<file path="src/rtl/seq_pkg.sv">
// Shared sequencer definitions: op-field encodings used by the sequencer,
// the CPU microcode field decode and the microassembler tables.
package seq_pkg;

  localparam int SEQ_OP_W = 4;

  localparam logic [SEQ_OP_W-1:0] SEQ_NEXT  = 4'd0;
  localparam logic [SEQ_OP_W-1:0] SEQ_JUMP  = 4'd1;
  localparam logic [SEQ_OP_W-1:0] SEQ_MAP   = 4'd2;
  localparam logic [SEQ_OP_W-1:0] SEQ_CALL  = 4'd3;
  localparam logic [SEQ_OP_W-1:0] SEQ_RET   = 4'd4;
  localparam logic [SEQ_OP_W-1:0] SEQ_CJUMP = 4'd5;
  localparam logic [SEQ_OP_W-1:0] SEQ_CCALL = 4'd6;
  localparam logic [SEQ_OP_W-1:0] SEQ_CRET  = 4'd7;
  localparam logic [SEQ_OP_W-1:0] SEQ_LDCNT = 4'd8;
  localparam logic [SEQ_OP_W-1:0] SEQ_LOOP  = 4'd9;
  localparam logic [SEQ_OP_W-1:0] SEQ_HOLD  = 4'd10;

endpackage

</file>
<file path="src/rtl/seq_stack.sv">
// Return-address LIFO for the microsequencer. Top-of-stack is read
// combinationally so a return can redirect the uPC in the same cycle.
// Push on full and pop on empty leave the pointer alone and raise sticky
// error flags that only reset clears.
module seq_stack #(
  parameter int DEPTH = 4,
  parameter int W     = 12
) (
  input  logic         clock,
  input  logic         reset,
  input  logic         push_i,
  input  logic         pop_i,
  input  logic [W-1:0] push_data_i,
  output logic [W-1:0] top_o,
  output logic         full_o,
  output logic         empty_o,
  output logic         overflow_o,
  output logic         underflow_o
);

  // Pointer must represent 0..DEPTH; index covers 0..DEPTH-1.
  localparam int SP_W  = $clog2(DEPTH + 1);
  localparam int IDX_W = (DEPTH > 1) ? $clog2(DEPTH) : 1;

  logic [W-1:0]     mem_q [DEPTH];
  logic [SP_W-1:0]  sp_q;
  logic             overflow_q;
  logic             underflow_q;
  logic [SP_W-1:0]  sp_m1;
  logic [IDX_W-1:0] top_idx;
  logic [IDX_W-1:0] wr_idx;

  assign full_o      = (sp_q == SP_W'(DEPTH));
  assign empty_o     = (sp_q == '0);
  assign overflow_o  = overflow_q;
  assign underflow_o = underflow_q;

  assign sp_m1   = sp_q - SP_W'(1);
  assign top_idx = sp_m1[IDX_W-1:0];
  assign wr_idx  = sp_q[IDX_W-1:0];
  assign top_o   = empty_o ? '0 : mem_q[top_idx];

  // Entry storage: written only on a push that has room; contents never reset.
  always_ff @(posedge clock) begin
    if (push_i && !full_o) begin
      mem_q[wr_idx] <= push_data_i;
    end
  end

  // Stack pointer and sticky error flags.
  always_ff @(posedge clock) begin
    if (reset) begin
      sp_q        <= '0;
      overflow_q  <= 1'b0;
      underflow_q <= 1'b0;
    end else if (push_i) begin
      if (full_o) overflow_q <= 1'b1;
      else        sp_q       <= sp_q + SP_W'(1);
    end else if (pop_i) begin
      if (empty_o) underflow_q <= 1'b1;
      else         sp_q        <= sp_m1;
    end
  end

endmodule

</file>
<file path="src/rtl/microsequencer.sv">
// Microprogram sequencer: registered uPC selected each cycle from the op
// field, with return stack, conditional ops, loop counter and stall.
module microsequencer
  import seq_pkg::*;
#(
  parameter int ADDR_W      = 12,
  parameter int STACK_DEPTH = 4,
  parameter int COND_W      = 8,
  parameter int CNT_W       = 8,
  localparam int SEL_W      = (COND_W > 1) ? $clog2(COND_W) : 1
) (
  input  logic                clock,
  input  logic                reset,
  input  logic [SEQ_OP_W-1:0] op,
  input  logic [ADDR_W-1:0]   din,
  input  logic [ADDR_W-1:0]   map_addr,
  input  logic [COND_W-1:0]   cond,
  input  logic [SEL_W-1:0]    cond_sel,
  input  logic                cond_pol,
  input  logic                stall,
  output logic [ADDR_W-1:0]   address,
  output logic [CNT_W-1:0]    loop_count,
  output logic                stack_empty,
  output logic                stack_full,
  output logic                overflow,
  output logic                underflow
);

  logic [ADDR_W-1:0] addr_q, addr_d;
  logic [CNT_W-1:0]  cnt_q, cnt_d;
  logic [ADDR_W-1:0] inc;
  logic [ADDR_W-1:0] top;
  logic              taken;
  logic              push_req, pop_req;

  assign inc        = addr_q + ADDR_W'(1);
  assign taken      = (cond[cond_sel] == cond_pol);
  assign address    = addr_q;
  assign loop_count = cnt_q;

  seq_stack #(
    .DEPTH (STACK_DEPTH),
    .W     (ADDR_W)
  ) u_stack (
    .clock       (clock),
    .reset       (reset),
    .push_i      (push_req & ~stall),
    .pop_i       (pop_req & ~stall),
    .push_data_i (inc),
    .top_o       (top),
    .full_o      (stack_full),
    .empty_o     (stack_empty),
    .overflow_o  (overflow),
    .underflow_o (underflow)
  );

  // Next-address selection, stack strobes and loop-counter update.
  // A pop on an empty stack still strobes the stack (to flag underflow)
  // but falls through to inc; a push on a full stack still jumps.
  always_comb begin
    addr_d   = inc;
    cnt_d    = cnt_q;
    push_req = 1'b0;
    pop_req  = 1'b0;
    case (op)
      SEQ_JUMP: addr_d = din;
      SEQ_MAP:  addr_d = map_addr;
      SEQ_CALL: begin
        push_req = 1'b1;
        addr_d   = din;
      end
      SEQ_RET: begin
        pop_req = 1'b1;
        addr_d  = stack_empty ? inc : top;
      end
      SEQ_CJUMP: addr_d = taken ? din : inc;
      SEQ_CCALL: begin
        if (taken) begin
          push_req = 1'b1;
          addr_d   = din;
        end
      end
      SEQ_CRET: begin
        if (taken) begin
          pop_req = 1'b1;
          addr_d  = stack_empty ? inc : top;
        end
      end
      SEQ_LDCNT: cnt_d = din[CNT_W-1:0];
      SEQ_LOOP: begin
        if (cnt_q != '0) begin
          cnt_d  = cnt_q - CNT_W'(1);
          addr_d = din;
        end
      end
      SEQ_HOLD: addr_d = addr_q;
      default:  addr_d = inc;
    endcase
  end

  // uPC and loop counter; reset overrides stall, stall freezes everything.
  always_ff @(posedge clock) begin
    if (reset) begin
      addr_q <= '0;
      cnt_q  <= '0;
    end else if (!stall) begin
      addr_q <= addr_d;
      cnt_q  <= cnt_d;
    end
  end

endmodule

</file>
<file path="config.mk">
export PLATFORM = sky130hd
export DESIGN_NAME = microsequencer
export DESIGN_NICKNAME = d
export VERILOG_FILES = /design/src/rtl/seq_pkg.sv /design/src/rtl/seq_stack.sv /design/src/rtl/microsequencer.sv
export SDC_FILE = /design/constraint.sdc
export NUM_CORES = 1
export LEC_CHECK = 0
export CAP_MARGIN = 10
export CORE_UTILIZATION = 58
export CTS_CLUSTER_DIAMETER = 100
export DETAILED_ROUTE_END_ITERATION = 10
export PLACE_DENSITY_LB_ADDON = 0.2
export RECOVER_POWER = 100
export SLEW_MARGIN = 20
export SYNTH_ARGS = -nofsm -noshare
export SYNTH_HDL_FRONTEND = slang
export SYNTH_SLANG_ARGS = --single-unit
</file>
<file path="constraint.sdc">
create_clock -name clock -period 5.8 [get_ports clock]
set_clock_uncertainty 0.1 [all_clocks]
set_input_delay 0.58 -clock clock [delete_from_list [all_inputs] [get_ports clock]]
set_output_delay 0.58 -clock clock [all_outputs]
set_load 0.01 [all_outputs]
</file>
-- After elaboration in Yosys (flattened, before gate mapping)
Memory sizes are Yosys's and may differ from the RTL's.
Index checks and enable logic that the tools add are counted.
- bits in registers: 25
- bits in writable memories: 48
- input port bits: 43
- output and inout bits: 24
- word-level logic and storage cells: 62
- memories: 1
- memories (name ; depth ; bits a word ; read ports ; clocked after Yosys merged registers in ; write ports ; RTL line ; RTL):
    u_stack.mem_q ; 4 ; 12 ; 1 ; 0 ; 1 ; seq_stack.sv:25 ; logic [W-1:0] mem_q [DEPTH];
- add/subtract/negate cells: 4
- order comparisons: 1
- equal/unequal tests: 15
- muxes and demuxes: 18
- bitwise operators: 5
- reduce and logical (&&, ||, !) cells: 13
- operator list (cell ; count):
    $pmux W12 S7 ; 1
    $mux W12 ; 4
    $eq A4 B3 Y1 const B ; 4
    $pmux W8 S2 ; 1
    $add A12 B1 Y12 const B ; 1
    $eq A4 B4 Y1 const B ; 3
    $mux W3 ; 4
    $reduce_and A3 Y1 ; 3
    $eq A4 B2 Y1 const B ; 2
    $mux W8 ; 1
    $reduce_bool A8 Y1 ; 1
    $sub A8 B1 Y8 const B ; 1
    $eq A4 B1 Y1 const B ; 1
    $lt A3 B4 Y1 const B ; 1
    $mux W1 ; 4
    $ne A2 B2 Y1 const B ; 2
    $pmux W1 S2 ; 2
    $reduce_and A2 Y1 ; 2
    $reduce_bool A2 Y1 ; 2
    $reduce_or A2 Y1 ; 2
    $add A3 B1 Y3 const B ; 1
    $bmux W1 S3 ; 1
    $eq A3 B3 Y1 const B ; 1
    $logic_not A3 Y1 ; 1
    other kinds (7) ; 10

-- Depth between registers and ports, before layout
Gate-level depths: netlist of the first run.
- depth in word-level cells: 9
- gate-level depth with buffers: 13
- gate-level depth less buffers: 10

-- By module
A second synthesis of the first run with hierarchy kept.
- cell total of the unflattened synthesis: 389
- area total of the unflattened synthesis: 4182.8 um^2
- by module, submodules not included (module ; times used ; cells an instance ; area an instance (um^2) ; seq. area each (um^2)):
    seq_stack ; 1 ; 121 ; 2218.4 ; 1541.5
    microsequencer ; 1 ; 268 ; 1964.4 ; 400.4

-- Worst setup path after synthesis of the first run
No wires, ideal clock.
- kind: reg-to-reg
- from: register u_stack.sp_q[0]
- to: register addr_q[8], in the netlist address[8]
- library setup time: 0.133 ns
- arrival: 2.738 ns
- data required time: 5.567 ns
- setup slack: 2.829 ns
- cell stages (with the launch flop): 12
- path buffers: 4
- clock period less this slack: 2.971 ns
- cell sequence: dfxtp_1 -> clkbuf_1 -> buf_2 -> inv_1 -> ha_1 -> clkbuf_1 -> clkbuf_1 -> mux4_2 -> nand2_1 -> o21ai_0 -> a221oi_1 -> o32ai_1
- word-level cells in the longest chain between the ends: 5
- elaborated cells on any way between the ends: 6
- those cells by class: add/sub: 1; mux: 3; reduce/logical: 1; memory: 1
- ends and longest elaborated chain (item ; RTL line ; RTL):
    start: declaration ; seq_stack.sv:26 ; logic [SP_W-1:0] sp_q;
    start signal: assignment ; seq_stack.sv:58 ; else sp_q <= sp_q + SP_W'(1);
    start signal: assignment ; seq_stack.sv:61 ; else sp_q <= sp_m1;
    $sub A3 B1 Y3 ; seq_stack.sv:38 ; assign sp_m1 = sp_q - SP_W'(1);
    $mem_v2 Z4 W12 ; n/a ;
    $mux W12 * ; microsequencer.sv:74, microsequencer.sv:86 ;
    $mux W12 ; microsequencer.sv:84 ; if (taken) begin
    $pmux W12 S7 * ; microsequencer.sv:65 ; case (op)
    end signal: assignment ; microsequencer.sv:107 ; addr_q <= addr_d;
    end: declaration ; microsequencer.sv:29 ; logic [ADDR_W-1:0] addr_q, addr_d;
Mark *: on every way between the ends. The rest lies on a longest branch, timed or not.
A chain may end at the register's enable or synchronous reset.

-- Final worst setup path of the first run
- from: input cond_sel[1]
- to: register addr_q[10], in the netlist address[10]
- word-level cells in the longest chain between the ends: 5
- elaborated cells on any way between the ends: 6
- those cells by class: eq/ne: 1; mux: 5
- ends and longest elaborated chain (item ; RTL line ; RTL):
    start: declaration ; microsequencer.sv:18 ; input logic [SEL_W-1:0] cond_sel,
    $bmux W1 S3 * ; microsequencer.sv:37 ; assign taken = (cond[cond_sel] == cond_pol);
    $mux W1 (implied by the code) * ; microsequencer.sv:37 ;
    $eq A1 B1 Y1 * ; microsequencer.sv:37 ;
    $mux W12 (on tied branches) ; microsequencer.sv:84, microsequencer.sv:76, microsequencer.sv:78 ;
    $pmux W12 S7 * ; microsequencer.sv:65 ;
Mark *: on every way between the ends. The rest lies on a longest branch, timed or not. The select of a mux whose other input is x is not followed.

==> results of run 1 <==
## power by group through the flow
stage / combinational (µW) / sequential, µW / clock [µW]
floorplan: 119 / 596 / 0
global placement: 196 / 599 / 0
detailed placement: 201 / 599 / 0
CTS: 202 / 587 / 377
global route: 211 / 589 / 401
finish: 197 / 587 / 377
## per-layer routing
metal / wire, µm / part of all wire [%]
met1: 4310 / 43
met2: 4590 / 46
met3: 900 / 8.9
met4: 268 / 2.7
met5: 0 / 0
## metrics by stage
stage | total power, µW | worst slack (ns) | util (%) | hold WS (ns)
final | 1160 | 1.59 | 73.9 | 0.364
after global routing | 1200 | 1.35 | 73.9 | 0.397
after CTS | 1170 | 1.92 | 74.6 | 0.376
after global placement | 795 | 2.07 | 71.8 | 0.349
after detailed placement | 799 | 1.93 | 71.8 | 0.359
after floorplan | 715 | 2.83 | - | 0.375
## cell families after synthesis
logic type	share of synthesized area (%)
xor+xnor	3.54
compound gates	19.0
simple gates	13.5
buf+inv	3.51
fa+ha+maj	2.19
flops	48.7
mux	9.63
## state kept, by name (all words and copies together) (netlist names)
register	flops
address	12
loop_count	8
u_stack.mem_q	48
u_stack.overflow_o	1
u_stack.sp_q	3
u_stack.underflow_o	1
## cell usage in the layout (no fill, tap or decap), types with 3 or more instances in the layout
master,netlist,routed
o32ai_1,3,3
nor3_1,10,10
a21oi_1,13,13
o21a_1,3,3
ha_1,7,7
and3_1,8,8
a221o_1,6,6
xor2_1,4,4
nand3_1,6,6
nand2_1,36,36
dlygate4sd3_1,0,26
inv_1,15,15
nand2b_1,3,3
dfxtp_1,25,25
nor2_1,25,25
and2_0,0,4
clkbuf_8,0,9
mux2_2,4,4
o21ai_0,42,43
a22oi_1,5,5
clkdlybuf4s50_1,0,40
edfxtp_1,48,48
a21o_1,4,4
a221oi_1,14,14
a31oi_1,5,5
xnor2_1,9,10
mux4_2,13,13
## cell type report
cell class	count	area share, %
multi-input cells	264	38.8
clock inverters	7	1.28
well taps	77	2.01
repair buffers	66	13.8
clock buffers	9	2.58
flip-flops and latches	73	40.4
inverters	15	1.17
## worst max-delay path, delay by kind of cell
family	cells	cell delay, ns
mux	2	0.89
buf+inv	1	0.63
xor+xnor	1	0.64
compound gates	4	1.57
## final timing paths
path,endpoint,slack (ns)
worst max-delay path,address[10],1.59
worst min register to register,u_stack.overflow_o,0.36
worst max register to register,u_stack.sp_q[2],2.12
worst min-delay path,u_stack.overflow_o,0.36
==> impl_metrics.yaml, run 1 <==
global_route:
  grtUsageMet3_pct: 4.96
  grt_max_degree: 23
  grt_pass1_vias: 3071
  antenna_found_initial: 0
  grt.busiest_layer: "met2"
  gr-usage-met1_pct: 40.1
  grt_util_met2_pct: 44.7
  grt_pass1_wl_um: 15700
  grt_util_all_layers_pct: 28.9
  grt_overflow: 0
outcome:
  violations: "capacitance limit, slew limit"
  outcome: "finished, violations left"
setup_path:
  cp.required_ns: 5.90
  cp.arrival_ns: 4.30
  crit_fanout: 12
  crit_type: "in -> reg"
  critical_path.reg2reg.startpoint: "u_stack.sp_q[0]"
  critPathCaptureType: "flip-flop"
  critPathMaxStageDelay_ns: 0.72
  slowest_stage: "o21ai_0"
  crit_chain: "dlygate4sd3_1 -> mux2_2 -> mux4_2 -> xnor2_1 -> o21ai_0 -> a222oi_1 -> a21boi_0 -> o32ai_1"
  crit_path_start_kind: "primary input"
  crit_path_start: "cond_sel[1]"
  ff2ff_path_depth: 9
logic_synthesis:
  async_flop_share_pct: 0
  synth_area_um2: 3990
  yosys_register_bits: 73
  syn_inst: 372
  synth_seq_area_share_pct: 48.7
  synth_top_cell_area_share_pct: 36.1
  synth_fp_nets: 422
  synth-edff-count: 48
  ys_types: 56
  synth_area_leaders: "edfxtp_1 (36%), dfxtp_1 (13%), mux4_2 (7.3%), o21ai_0 (5.3%), nand2_1 (3.4%)"
  ys_warn_count: 0
  syn_area_per_cell_um2: 10.7
  synthFlopType: "edfxtp_1"
  synthTopCellsByCount: "edfxtp_1 (48), o21ai_0 (42), nand2_1 (36)"
  yosysMostFrequentCell: "edfxtp_1"
  yosysTopAreaCell: "edfxtp_1"
worst_hold_path:
  worstHoldPathType: "reg -> reg"
  hp-start: "u_stack.overflow_o"
  hold_path_depth: 2
finish:
  fillers: 480
  area_growth_pct: 20.4
  multiInputGateArea_um2: 1860
  fin_cells: 511
  fin_area_um2: 4800
  nets: 479
  ff_latch_area_um2: 1940
  drive_gt1_share_pct: 8.29
  antenna_cells: 0
clock_network:
  cts_max_level: 3
  cts_resized: 0
  insertion_delay_ns: 0.36
  clock-root-buffer: "clkbuf_8"
  cts_inserted_buffers: 9
  hold_buffers: 0
  tritoncts: "done"
  cts_setup_buffers: 0
  clk_pin_slew_worst_paths_ns: 0.08
  clock_sinks: 73
  clock_path_buffers: 2
pwr:
  p_leak_uw: 0.00175
  ir_worst_vdd_mv: 0.123
  intPower_uw: 822
  p_per_area_nw_per_um2: 242
  p_comb_share_pct: 16.9
  power_frac_seq_pct: 50.6
  switching_power_uw: 339
  swShare_pct: 29.2
  power_frac_clock_pct: 32.5
detailed_routing:
  dr.first_iter.drc_count: 463
  vias_per_cell: 6.49
  drc: 0
  dr.pass1.iters: 5
  routed_wl_um: 10100
  vias: 3314
  antenna_left: 0
  avgRoutedWirePerCell_um: 19.7
placed_design:
  place_area_um2: 4660
  dp_cells: 495
  dp_hpwl_um: 7290
  gp_congestion: 0.873
  io_buffer_count: 66
timing:
  rsz0062_at_grt: "false"
  tightestPinTransition_ns: 1.49
  setup_tns_ns: 0
  hold_viol: 0
  finalSetupViolations: 0
  maxSlewViolCount: 1
  finalCritPeriodShare_pct: 72.5
  max_slew_margin_pct: -0.558
  finalCriticalPeriod_ns: 4.21
  clock.fmax_ghz: 0.238
floorplanning:
  rows: 29
  coreArea_um2: 6490
  initial_utilization_pct: 61.4
  die_width_um: 84.9
  ioPinCount: 67
  die-area_um2: 7210
  dieHeight_um: 84.9
flow_run:
  cap_viol_max_count: 1
(Power assumes the default switching activity.)
==> run 2: changes to the inputs <==
- CORE_UTILIZATION: 58 -> 53
- clock period: 5.8 -> 4.08 ns (I/O delays scaled with it)
==> run 2 against run 1 <==
Against the previous run: the flow now finishes without violations; clock power increased by 43%; global-route usage decreased by 2.1 points; hold slack improved by 0.016 ns; critical path depth unchanged; setup slack got worse by 1.1 ns; wire length decreased by 1.9%; final cell count increased by 5.9%; die area increased by 9.2%; count of clock-buffer cells in the layout unchanged.
==> impl_metrics.yaml, run 2 (synthesized netlist as in run 1, its figures left out) <==
finish:
  fin_area_um2: 4910
  regMostFlops: "u_stack.mem_q"
  fillers: 588
  final_common_cell: "edfxtp_1"
  drive_gt1_share_pct: 10.4
  antenna_cells: 0
  nets: 487
  layout_common_cells: "edfxtp_1 (48), o21ai_0 (42), clkdlybuf4s50_1 (42)"
  area_growth_pct: 23.0
  largest_reg_flops: 48
timing:
  finalSetupViolations: 0
  max_slew_margin_pct: 44.9
  rsz0062_at_grt: "false"
  tightestPinTransition_ns: 0.821
  hold_viol: 0
  setup_tns_ns: 0
  finalCriticalPeriod_ns: 3.59
  maxSlewViolCount: 0
  finalWorstSetupSlack_ns: 0.489
  finalCritPeriodShare_pct: 88.0
  clock.fmax_ghz: 0.278
setup_path:
  cp.arrival_ns: 3.74
  slowest_stage: "xnor2_1"
  crit_fanout: 10
  crit_chain: "dlygate4sd3_1 -> mux2_2 -> mux4_2 -> xnor2_1 -> o22a_1 -> mux2i_1 -> nor3b_1 -> a2111oi_2"
  cp_top_family: "multiplexers"
  crit_type: "in -> reg"
  critPathCaptureType: "flip-flop"
  crit_path_start_kind: "primary input"
  cp.required_ns: 4.23
  crit_buf_inv: 1
  critPathMaxStageDelay_ns: 0.68
pwr:
  p_leak_uw: 0.00178
  power_frac_seq_pct: 50.1
  swShare_pct: 29.2
  ir_worst_vdd_mv: 0.163
  intPower_uw: 1170
  p_per_area_nw_per_um2: 338
  switching_power_uw: 484
  p_total_uw: 1660
  p_comb_share_pct: 17.4
  power_frac_clock_pct: 32.5
clock_network:
  cts_inserted_buffers: 9
  cts_max_level: 3
  cts_setup_buffers: 0
  hold_buffers: 0
  clock-root-buffer: "clkbuf_8"
  clock_path_buffers: 2
  tritoncts: "done"
  clk_pin_slew_worst_paths_ns: 0.09
  cts_resized: 0
  clock_sinks: 73
  insertion_delay_ns: 0.35
placed_design:
  dp_hpwl_um: 7190
  io_buffer_count: 66
  place_area_um2: 4750
  gp_congestion: 0.882
  pre_cts_ws_ns: 0.448
floorplanning:
  die_width_um: 88.8
  rows: 31
  die-area_um2: 7880
  coreArea_um2: 7250
  initial_utilization_pct: 55.0
  ioPinCount: 67
  dieHeight_um: 88.8
worst_hold_path:
  worstHoldPathType: "reg -> reg"
global_route:
  grtUsageMet3_pct: 6.06
  grt.busiest_layer: "met2"
  grt_util_met2_pct: 43.5
  gr-usage-met1_pct: 36.1
  grt_util_all_layers_pct: 26.8
  antenna_found_initial: 0
  grt_pass1_vias: 3059
  grt_pass1_wl_um: 15500
  grt_max_degree: 23
  grt_overflow: 0
detailed_routing:
  avgRoutedWirePerCell_um: 18.3
  drc: 0
  vias_per_cell: 6.09
  dr.pass1.iters: 5
  dr.first_iter.drc_count: 251
  routed_wl_um: 9880
  antenna_left: 0
  vias: 3297
outcome:
  outcome: "finished clean"
flow_run:
  cap_viol_max_count: 0
run 2: cell types whose count changed in the layout (fill, tap and decap cells not counted), moves of 2 or more:
cell	previous run	this run
dlygate4sd3_1	26	24
buf_4	0	6
clkdlybuf4s50_1	40	42
and2_1	1	4
clkbuf_1	0	2
and2_0	4	1
clkinv_4	2	0
run 2: worst paths after layout:
check                           slack, ns  depth (start not counted)                 end               start
worst max-delay path                 0.49                          8     u_stack.sp_q[2]         cond_sel[1]
worst min register to register       0.38                          2  u_stack.overflow_o  u_stack.overflow_o
worst max register to register       0.90                          8          address[6]       loop_count[0]
worst min-delay path                 0.38                          2  u_stack.overflow_o  u_stack.overflow_o
run 2: area by class of cell:
cell class	instances	area, µm²	share of cell area [%]
timing repair buffer	74	713	14.5
tap	99	124	2.52
multi-input combinational	264	1890	38.5
sequential	73	1940	39.6
clock buffer	9	124	2.52
clock inverter	7	60.1	1.22
inverter	15	56.3	1.15
run 2: power by group through the flow:
stage | sequential [µW] | clock, µW | combinational, µW
after floorplan | 847 | 0 | 169
after global placement | 846 | 0 | 291
after detailed placement | 847 | 0 | 295
after CTS | 830 | 546 | 296
after global routing | 833 | 576 | 316
final | 830 | 539 | 288
run 2: worst min-delay path, delay by kind of cell (launching register included):
kind,cells,cell delay [ns]
AOI/OAI and AO/OA,1,0.04
DFF,1,0.34
and+or+nand+nor,1,0.07
run 2: metrics by stage:
stage / util (%) / instances / hold WS, ns
finish: 67.7 / 541 / 0.380
global route: 67.7 / 541 / 0.411
CTS: 68.0 / 541 / 0.393
detailed placement: 65.5 / 525 / 0.369
global placement: 65.5 / 525 / 0.350
floorplan: - / 372 / 0.375
run 2: per-layer routing:
layer | share of wire (%) | routed length (µm)
met5 | 0 | 0
met3 | 8.6 | 854
met2 | 48 | 4720
met4 | 1.9 | 184
met1 | 42 | 4120
